$ cat src/rtl/calc_pkg.sv
// calc_pkg: shared types and constants for the calc_sequencer slice.
//   op_t     - request opcodes (values 6 and 7 are illegal)
//   state_t  - sequencer FSM states
//   BW       - operand/result width, also the mul/div iteration count
//   ITERS    - iterations of the shared multiplier/divider
//   CNT_W    - width of the iteration counter
package calc_pkg;

  localparam int BW    = 8;
  localparam int ITERS = BW;
  localparam int CNT_W = $clog2(ITERS + 1);

  localparam logic MODE_MUL = 1'b0;
  localparam logic MODE_DIV = 1'b1;

  typedef enum logic [2:0] {
    OP_ADD    = 3'd0,
    OP_MUL    = 3'd1,
    OP_MODADD = 3'd2,
    OP_MAC    = 3'd3,
    OP_SUB    = 3'd4,
    OP_POLY   = 3'd5
  } op_t;

  typedef enum logic [2:0] {
    S_IDLE = 3'd0,
    S_MUL  = 3'd1,
    S_DIV  = 3'd2,
    S_ACC1 = 3'd3,
    S_ACC2 = 3'd4,
    S_DONE = 3'd5
  } state_t;

  function automatic logic is_illegal_op(input logic [2:0] op);
    return op > 3'(OP_POLY);
  endfunction

endpackage

$ cat src/rtl/calc_muldiv_iter.sv
// calc_muldiv_iter: shared iterative shift-add multiplier / restoring divider.
//   clk, rst_n  - clock, async active-low reset
//   start       - load x/y/mode and perform the first iteration this edge
//   mode        - MODE_MUL (x*y, LSB of y first) or MODE_DIV (x%y, MSB of x first)
//   x, y        - operands
//   done        - one-cycle pulse, high BW cycles after the start cycle
//   result      - low BW bits of the product, or the remainder
//   div0        - y was zero at start (remainder then equals x)
module calc_muldiv_iter
  import calc_pkg::*;
(
  input  logic          clk,
  input  logic          rst_n,
  input  logic          start,
  input  logic          mode,
  input  logic [BW-1:0] x,
  input  logic [BW-1:0] y,
  output logic          done,
  output logic [BW-1:0] result,
  output logic          div0
);

  // acc: partial product / partial remainder
  // sh:  shifted multiplicand / dividend bits still to be consumed
  // yv:  multiplier bits still to be consumed / divisor
  logic [BW-1:0]    acc, sh, yv;
  logic             mode_r;
  logic             busy;
  logic [CNT_W-1:0] cnt;

  logic [BW-1:0] cur_acc, cur_sh, cur_y;
  logic          cur_mode;
  logic [BW:0]   shifted, diff;
  logic [BW-1:0] nxt_acc, nxt_sh, nxt_y;

  // The start edge already performs iteration one straight from the inputs,
  // so the last iteration lands BW-1 edges later and done pulses right after.
  always_comb begin
    cur_acc  = start ? '0   : acc;
    cur_sh   = start ? x    : sh;
    cur_y    = start ? y    : yv;
    cur_mode = start ? mode : mode_r;
    shifted  = {cur_acc, cur_sh[BW-1]};
    diff     = shifted - {1'b0, cur_y};
    nxt_sh   = cur_sh << 1;
    if (cur_mode == MODE_DIV) begin
      nxt_y   = cur_y;
      // Restoring step; with y=0 every trial succeeds and the remainder is x.
      nxt_acc = (shifted >= {1'b0, cur_y}) ? diff[BW-1:0] : shifted[BW-1:0];
    end else begin
      nxt_y   = cur_y >> 1;
      nxt_acc = cur_acc + (cur_y[0] ? cur_sh : '0);
    end
  end

  always_ff @(posedge clk or negedge rst_n) begin
    if (!rst_n) begin
      acc    <= '0;
      sh     <= '0;
      yv     <= '0;
      mode_r <= MODE_MUL;
      busy   <= 1'b0;
      cnt    <= '0;
      done   <= 1'b0;
      div0   <= 1'b0;
    end else begin
      done <= 1'b0;
      if (start) begin
        acc    <= nxt_acc;
        sh     <= nxt_sh;
        yv     <= nxt_y;
        mode_r <= mode;
        div0   <= (y == '0);
        busy   <= 1'b1;
        cnt    <= CNT_W'(ITERS - 1);
      end else if (busy) begin
        acc <= nxt_acc;
        sh  <= nxt_sh;
        yv  <= nxt_y;
        cnt <= cnt - 1'b1;
        if (cnt == CNT_W'(1)) begin
          busy <= 1'b0;
          done <= 1'b1;
        end
      end
    end
  end

  assign result = acc;

endmodule

$ cat src/rtl/calc_sequencer.sv
// calc_sequencer: multi-cycle evaluator of ADD, MUL, MODADD, MAC, SUB, POLY
// on one shared iterative mul/div unit and one shared three-input adder.
//   clk, rst_n          - clock, async active-low reset
//   in_valid, in_ready  - request handshake (in_ready high only when idle)
//   in_op               - opcode (6/7 illegal -> result 0, err 1)
//   in_a..in_d          - operands, registered on accept
//   out_valid, out_ready- result handshake; result held until accepted
//   out_result, out_err - result and divide-by-zero/illegal-op flag
module calc_sequencer
  import calc_pkg::*;
(
  input  logic          clk,
  input  logic          rst_n,
  input  logic          in_valid,
  output logic          in_ready,
  input  logic [2:0]    in_op,
  input  logic [BW-1:0] in_a,
  input  logic [BW-1:0] in_b,
  input  logic [BW-1:0] in_c,
  input  logic [BW-1:0] in_d,
  output logic          out_valid,
  input  logic          out_ready,
  output logic [BW-1:0] out_result,
  output logic          out_err
);

  state_t        state, state_next;
  logic [2:0]    op_r;
  logic [BW-1:0] a_r, b_r, c_r, d_r;
  logic          accept;

  logic          md_start, md_mode, md_done, md_div0;
  logic [BW-1:0] md_result;

  logic [BW-1:0] add_x, add_y, add_z, add_sum;
  logic          add_cin;

  logic          res_load, err_d;
  logic [BW-1:0] res_d;

  assign accept = in_valid & in_ready;

  // Launch the shared unit straight from the request so the first
  // iteration happens on the accept edge.
  always_comb begin
    md_start = 1'b0;
    md_mode  = MODE_MUL;
    if (accept) begin
      case (in_op)
        OP_MUL, OP_MAC, OP_POLY: md_start = 1'b1;
        OP_MODADD: begin
          md_start = 1'b1;
          md_mode  = MODE_DIV;
        end
        default: ;
      endcase
    end
  end

  calc_muldiv_iter u_muldiv (
    .clk    (clk),
    .rst_n  (rst_n),
    .start  (md_start),
    .mode   (md_mode),
    .x      (in_a),
    .y      (in_b),
    .done   (md_done),
    .result (md_result),
    .div0   (md_div0)
  );

  // Operand selection for the shared adder. Subtraction uses ~b plus carry-in.
  // POLY: ACC1 forms a*b+a+c, ACC2 adds d-b to that partial result.
  always_comb begin
    add_x   = '0;
    add_y   = '0;
    add_z   = '0;
    add_cin = 1'b0;
    case (op_r)
      OP_ADD: begin
        add_x = a_r;
        add_y = b_r;
      end
      OP_SUB: begin
        add_x   = a_r;
        add_y   = ~b_r;
        add_cin = 1'b1;
      end
      OP_MODADD: begin
        add_x = md_result;
        add_y = d_r;
      end
      OP_MAC: begin
        add_x = md_result;
        add_y = c_r;
        add_z = d_r;
      end
      OP_POLY: begin
        if (state == S_ACC2) begin
          add_x   = out_result;
          add_y   = d_r;
          add_z   = ~b_r;
          add_cin = 1'b1;
        end else begin
          add_x = md_result;
          add_y = a_r;
          add_z = c_r;
        end
      end
      default: ;
    endcase
    add_sum = add_x + add_y + add_z + BW'(add_cin);
  end

  always_comb begin
    state_next = state;
    res_load   = 1'b0;
    res_d      = add_sum;
    err_d      = 1'b0;
    case (state)
      S_IDLE: begin
        if (accept) begin
          case (in_op)
            OP_MUL, OP_MAC, OP_POLY: state_next = S_MUL;
            OP_MODADD:               state_next = S_DIV;
            default:                 state_next = S_ACC1;
          endcase
        end
      end
      S_MUL: begin
        if (md_done) begin
          if (op_r == OP_MUL) begin
            state_next = S_DONE;
            res_load   = 1'b1;
            res_d      = md_result;
          end else begin
            state_next = S_ACC1;
          end
        end
      end
      S_DIV: begin
        if (md_done) state_next = S_ACC1;
      end
      S_ACC1: begin
        res_load   = 1'b1;
        err_d      = (op_r == OP_MODADD) ? md_div0 : is_illegal_op(op_r);
        state_next = (op_r == OP_POLY) ? S_ACC2 : S_DONE;
      end
      S_ACC2: begin
        res_load   = 1'b1;
        state_next = S_DONE;
      end
      S_DONE: begin
        if (out_ready) state_next = S_IDLE;
      end
      default: state_next = S_IDLE;
    endcase
  end

  always_ff @(posedge clk or negedge rst_n) begin
    if (!rst_n) begin
      state      <= S_IDLE;
      in_ready   <= 1'b1;
      out_valid  <= 1'b0;
      out_result <= '0;
      out_err    <= 1'b0;
      op_r       <= '0;
      a_r        <= '0;
      b_r        <= '0;
      c_r        <= '0;
      d_r        <= '0;
    end else begin
      state     <= state_next;
      in_ready  <= (state_next == S_IDLE);
      out_valid <= (state_next == S_DONE);
      if (accept) begin
        op_r <= in_op;
        a_r  <= in_a;
        b_r  <= in_b;
        c_r  <= in_c;
        d_r  <= in_d;
      end
      if (res_load) begin
        out_result <= res_d;
        out_err    <= err_d;
      end
    end
  end

endmodule

$ cat config.mk
export PLATFORM = sky130hd
export DESIGN_NAME = calc_sequencer
export DESIGN_NICKNAME = d
export VERILOG_FILES = /design/src/rtl/calc_pkg.sv /design/src/rtl/calc_muldiv_iter.sv /design/src/rtl/calc_sequencer.sv
export SDC_FILE = /design/constraint.sdc
export NUM_CORES = 1
export LEC_CHECK = 0
export CAP_MARGIN = 10
export CORE_MARGIN = 2
export CORE_UTILIZATION = 55
export DETAILED_ROUTE_END_ITERATION = 7
export PLACE_DENSITY = 0.77
export SYNTH_ARGS = -nofsm -noshare
export SYNTH_HDL_FRONTEND = slang
export SYNTH_HIERARCHICAL = 1
export SYNTH_SLANG_ARGS = --single-unit
$ cat constraint.sdc
create_clock -name clk -period 5.04 [get_ports clk]
set_input_delay 1.512 -clock clk [delete_from_list [all_inputs] [get_ports clk]]
set_output_delay 1.512 -clock clk [all_outputs]
set_load 0.01 [all_outputs]
==> flow_summary.toml, run 1 <==
[status]
status = "finished clean"

[clock_network]
clockBufferDepth = 2
cts-root-buf = "clkbuf_8"
path_clk_slew_ps = 90
cts_setup_buffers = 0
clk-insertion-delay-late_ps = 390
cts_hold_buf = 0
numCtsBuffers = 9
cts_tree = "built"
cts_num_sinks = 80
ctsResizeCount = 0
htree_levels = 3

[synthesis]
yosysMostFrequentCell = "dfrtp_1"
synth-simple-area-share_pct = 15.8
synth_top_family_by_area = "compound AO/OA/AOI/OAI gates"
yosys-top-cells-count = "dfrtp_1, nand2_1, nor2_1"
yosysWarnings = 6
syn_area_per_cell_um2 = 9.45
synth_seq_cells = 80
synth_top_area_share_pct = 35.2
postSynth.asyncResetShare_pct = 100
synth_compound_area_share_pct = 20.6
synth_area_leader_cell = "dfrtp_1"
yosysSeqAreaShare_pct = 35.6
synth_cells = 595
synthMuxAreaShare_pct = 11.0
yosys.area_share.adder_pct = 8.28
ys.flop_type = "dfrtp_1"
yosys-top-cells-area = "dfrtp_1, mux2_2, ha_1"
synth_edf_count = 0
synth_xor_area_share_pct = 2.96
synth_fp_nets = 665
yosysUniqueCellTypes = 81
synth_area_um2 = 5620

[drt]
drt_iter0_drc = 403
drtPass1Iterations = 5
vias = 4820
viasPerCell = 6.16
wl_per_cell_um = 19.3
wirelength_um = 15100
drc = 0
ant_nets = 0

[critical_path]
crit_chain = "clkdlybuf4s50_1, mux2i_1, nor2_4, buf_4, buf_4, nor2b_1, ha_1, a21o_1, a21boi_0, o31ai_2, a21o_1, mux2i_1, a222oi_1"
cp.required_ps = 5310
r2r_cells = 14
crit_arrival_ps = 4840
reg2reg_from = "op_r[0]"
crit_path_end_kind = "flip-flop"
rr_endpoint = "out_result[7]"
ff2ff_setup_slack_ps = 760
path_class = "in -> reg"
cp_max_fo = 21
critPathMaxStageDelay_ps = 530
cp-start-kind = "primary input"
cp_slowest_cell = "clkdlybuf4s50_1"

[grt]
grt_pass1_wl_um = 24600
grt_max_degree = 81
grt_antenna_before_repair = 0
grt_pass1_vias = 4781
grt_usage_pct = 28.4
grt-ovfl-total = 0

[final_layout]
multiInputGateArea_um2 = 3300
design_area_um2 = 6440
drive_above_1_share_pct = 14.9
antennaDiodeCount = 0
seq_area_um2 = 2000
syn2layout_area_growth_pct = 14.6
layout.nets = 714
final.fill_count = 810

[timing]
skew_ps = 14.5
setup_violations = 0
hold_viol = 0
maxSlewHeadroom_pct = 29.7
max_freq_mhz = 219
slew_viol_final = 0
rsz0062_at_grt = "no"
setup_tns_ps = 0
worstMarginPinSlew_ps = 1050
period_minus_slack_ps = 4570
fin_crit_sh_pct = 90.7

[die]
die_area_um2 = 11000
die_w_um = 105
pin_count = 50
initial_core_util_pct = 57.0
rows = 36
core_area_um2 = 9860
die_h_um = 105

[hold_path]
hold_class = "reg -> reg"
holdPathStages = 2
holdPathEnd = "u_muldiv/yv[7]"
min_from = "u_muldiv/yv[7]"

[placed_design]
gp_congestion = 0.950
place_area_um2 = 6240
hpwl_um = 11300
io_buffers = 49

[power_and_ir_drop]
p_leak_nw = 2.82
ir_drop_uv = 346
power.density_nw_per_um2 = 693

[flow_run]
cap_violations = 0
[cells by family after synthesis]
kind of cell               Yosys count
muxes                               57
DFF                                 80
adders and majority gates           32
buffers and inverters               66
xor gates and xnor gates            19
and+or+nand+nor                    172
AOI/OAI and AO/OA                  169
[routing by layer]
| layer | track usage [%] | share of wire, % |
|---|---|---|
| met1 | 36.2 | 43 |
| met2 | 47.4 | 49 |
| met3 | 6.61 | 6.1 |
| met4 | 10.0 | 2.0 |
| met5 | 0 | 0 |
[power by group]
group / total (mW) / internal [mW] / switching, mW
Clock: 0.508 / 0.234 / 0.274
Combinational: 2.66 / 1.26 / 1.40
Sequential: 1.29 / 0.924 / 0.368
Total: 4.46 / 2.41 / 2.05
[flip-flops by register name (all words and copies together), names as in the netlist]
name and count:
c_r 8, out_valid 1, u_muldiv/yv 8, u_muldiv/sh 7
a_r 8, b_r 8, u_muldiv/done 1, d_r 8
state 3, u_muldiv/div0 1, op_r 3, out_result 8
out_err 1, in_ready 1, u_muldiv/mode_r 1, u_muldiv/busy 1
u_muldiv/result 8, u_muldiv/cnt 4
[per-stage QoR]
step                      hold slack [ps]  worst slack, ps  std cells  total power, mW  util [%]
after floorplan                       448             43.3        595             3.23         -
after global placement                460              190        766             3.81      63.3
after detailed placement              465              138        766             3.91      63.3
after CTS                             486              557        782             4.42      65.3
after global routing                  533              237        782             4.81      65.3
final                                 486              468        782             4.46      65.3
[worst max path at each step]
stage	depth (start not counted)	slack, ps	start	to
2_1_floorplan	19	40	in_valid	u_muldiv/result[6]
3_5_place_dp	14	140	in_op[1]	u_muldiv/result[6]
3_3_place_gp	13	190	in_op[1]	u_muldiv/result[6]
4_1_cts	14	560	in_op[1]	u_muldiv/result[6]
6_report	13	470	in_op[1]	u_muldiv/result[2]
5_1_grt	14	240	in_op[2]	u_muldiv/result[2]
[area by class of cell]
type | instances | share of cell area [%]
clock buffer | 9 | 1.92
clock inverter | 7 | 1.20
inverter | 35 | 2.08
multi-input combinational | 449 | 51.2
sequential | 80 | 31.1
tap | 133 | 2.58
timing repair buffer | 69 | 9.91
[critical path, delay by kind of cell]
| kind | cells | cell delay (ps) |
|---|---|---|
| buffers and inverters | 3 | 990 |
| AOI/OAI and AO/OA | 5 | 1340 |
| and+or+nand+nor | 2 | 450 |
| muxes | 2 | 290 |
| adders and majority gates | 1 | 260 |
[cells in the final DEF, fill, tap and decap left out, drive strengths merged, types with 10 or more instances in the layout]
cell type	synthesis	layout
ha	22	22
mux2	36	36
mux2i	21	21
nand2	58	58
o21ai	39	39
nand3	12	12
a22oi	11	11
a221oi	10	10
xor2	11	11
inv	34	37
clkdlybuf4s50	0	48
nor2b	10	10
nor2	50	50
dfrtp	79	79
buf	14	21
a21oi	39	39
Power figures use the tool's default switching activity.
==> run 2: changes to the inputs <==
SYNTH_HIERARCHICAL = unset   (was 1)
==> flow_summary.toml, run 2 <==
[status]
status = "finished clean"

[timing]
maxSlewHeadroom_pct = 33.5
skew_ps = 15.0
hold_viol = 0
worstMarginPinSlew_ps = 998
setup_violations = 0
fin_crit_sh_pct = 88.9
rsz0062_at_grt = "no"
max_freq_mhz = 223
setup_tns_ps = 0
period_minus_slack_ps = 4480
slew_viol_final = 0

[die]
initial_core_util_pct = 57.0
die_h_um = 102
die_area_um2 = 10400
rows = 35
core_area_um2 = 9240
pin_count = 50
die_w_um = 102

[drt]
drtPass1Iterations = 5
viasPerCell = 5.99
wl_per_cell_um = 17.7
ant_nets = 0
drt_iter0_drc = 327
wirelength_um = 13300
drc = 0
vias = 4496

[synthesis]
yosys-top-cells-count = "dfrtp_1, nand2_1, nor2_1"
yosysMostFrequentCell = "dfrtp_1"
synth_edf_count = 0
synth_seq_cells = 80
synth_area_um2 = 5260
synth_area_leader_cell = "dfrtp_1"
yosysWarnings = 0
synth_compound_area_share_pct = 18.0
yosys-top-cells-area = "dfrtp_1, mux2_2, ha_1"
synth_fp_nets = 646
yosysUniqueCellTypes = 58
synth_xor_area_share_pct = 3.04
synth_cells = 572
synth_top_area_share_pct = 37.6
yosys.area_share.adder_pct = 9.75
synth_top_family_by_area = "compound AO/OA/AOI/OAI gates"
synthMuxAreaShare_pct = 11.5
syn_area_per_cell_um2 = 9.20
yosysSeqAreaShare_pct = 38.1
synth-simple-area-share_pct = 15.2
ys.flop_type = "dfrtp_1"
postSynth.asyncResetShare_pct = 100

[power_and_ir_drop]
power.density_nw_per_um2 = 752
p_leak_nw = 2.68
ir_drop_uv = 374

[grt]
grt_max_degree = 81
grtUsageMet1_pct = 36.2
grt-ovfl-total = 0
grt_pass1_vias = 4343
gr-usage-met3_pct = 3.35
grt_pass1_wl_um = 21800
grt_busiest_layer = "met2"
use_met2_pct = 45.4
grt_usage_pct = 27.2
grt_antenna_before_repair = 0

[placed_design]
gp_congestion = 0.999
place_area_um2 = 5910
hpwl_um = 10300
dp_cells = 735
io_buffers = 49

[clock_network]
cts_num_sinks = 80
numCtsBuffers = 9
cts_tree = "built"
ctsResizeCount = 0
htree_levels = 3
clockBufferDepth = 2
cts-root-buf = "clkbuf_8"
path_clk_slew_ps = 80
cts_setup_buffers = 0
cts_hold_buf = 0
clk-insertion-delay-late_ps = 360

[final_layout]
final.fill_count = 755
mostFrequentLayoutCell = "dfrtp_1"
syn2layout_area_growth_pct = 16.1
layout_common_cells = "dfrtp_1, nand2_1, nor2_1"
drive_above_1_share_pct = 11.1
multiInputGateArea_um2 = 3030
fin_cells = 751
seq_area_um2 = 2000
design_area_um2 = 6110
layout.nets = 691
antennaDiodeCount = 0

[critical_path]
crit_chain = "clkdlybuf4s50_1, nand2b_1, a21oi_2, buf_12, mux2i_1, ha_1, nor2b_1, o21ai_0, a21boi_0, o211ai_1, nand2_1, mux2i_1, a221o_1"
critPathMaxStageDelay_ps = 560
crit_top_cell = "mux2i_1"
crit_arrival_ps = 4720
cp-start-kind = "primary input"
worst-path-buf-inv = 2
cp_slowest_cell = "clkdlybuf4s50_1"
crit_path_end_kind = "flip-flop"
cp_max_fo = 27
crit_family = "compound AO/OA/AOI/OAI gates"
path_class = "in -> reg"
cp.required_ps = 5280

[flow_run]
cap_violations = 0

[hold_path]
hold_class = "reg -> reg"
## run 2: cell types whose count changed after synthesis, sizes merged, moves of 4 or more
cell    before  now
xor2        11    1
buf         14    4
clkbuf      17   22
a21oi       39   52
nand2       58   67
o21a         1    7
o211ai       6    2
nor2b       10    4
xnor2        8   12
o21ai       39   33
nand3       12    7
## run 2: worst min-delay path: cells and delay by family (launching register included)
kind            cells  cell delay, ps
simple gates        1              50
compound gates      1              60
flops               1             350
## run 2: per-layer routing
layer / up-vias / wire length, µm
li1: 2141 / -
met1: 2180 / 5740
met2: 145 / 6590
met3: 30 / 675
met4: 0 / 326
met5: - / 0
## run 2: final cells by class
cell class | instances | area share, %
clock buffer | 10 | 2.25
clock inverter | 6 | 1.13
inverter | 34 | 2.09
multi-input combinational | 432 | 49.6
sequential | 80 | 32.8
tap | 129 | 2.64
timing repair buffer | 60 | 9.54
## run 2: final timing paths
check	from	endpoint	slack (ps)	cells after the start
max	in_op[0]	u_muldiv.result[0]	560	13
min	u_muldiv.yv[7]	u_muldiv.yv[7]	500	2
max reg2reg	op_r[2]	out_result[6]	590	16
min reg2reg	u_muldiv.yv[7]	u_muldiv.yv[7]	500	2
max in group asynchronous	rst_n	b_r[0]	3090	1
min in group asynchronous	rst_n	u_muldiv.cnt[0]	1310	1
## run 2: logic make-up (layout without fill, tap and decap cells)
family	count (synthesis)	after routing
simple gates	176	176
buf+inv	60	110
mux	56	56
fa+ha+maj	35	35
flops	80	80
compound gates	150	150
xor+xnor	15	15
## run 2: per-stage QoR
| stage | utilization (%) | total power, mW | setup slack (ps) | hold WS (ps) |
|---|---|---|---|---|
| after detailed placement | 63.9 | 4.08 | 246 | 474 |
| after global routing | 66.1 | 5.03 | 295 | 528 |
| after floorplan | - | 3.37 | 498 | 447 |
| after CTS | 66.1 | 4.59 | 583 | 494 |
| final | 66.1 | 4.60 | 560 | 498 |
| after global placement | 63.9 | 3.96 | 354 | 458 |
## run 2: power breakdown
group          internal (mW)  switching [mW]
Combinational           1.36            1.44
Clock                  0.244           0.251
Sequential             0.944           0.361
Total                   2.55            2.05
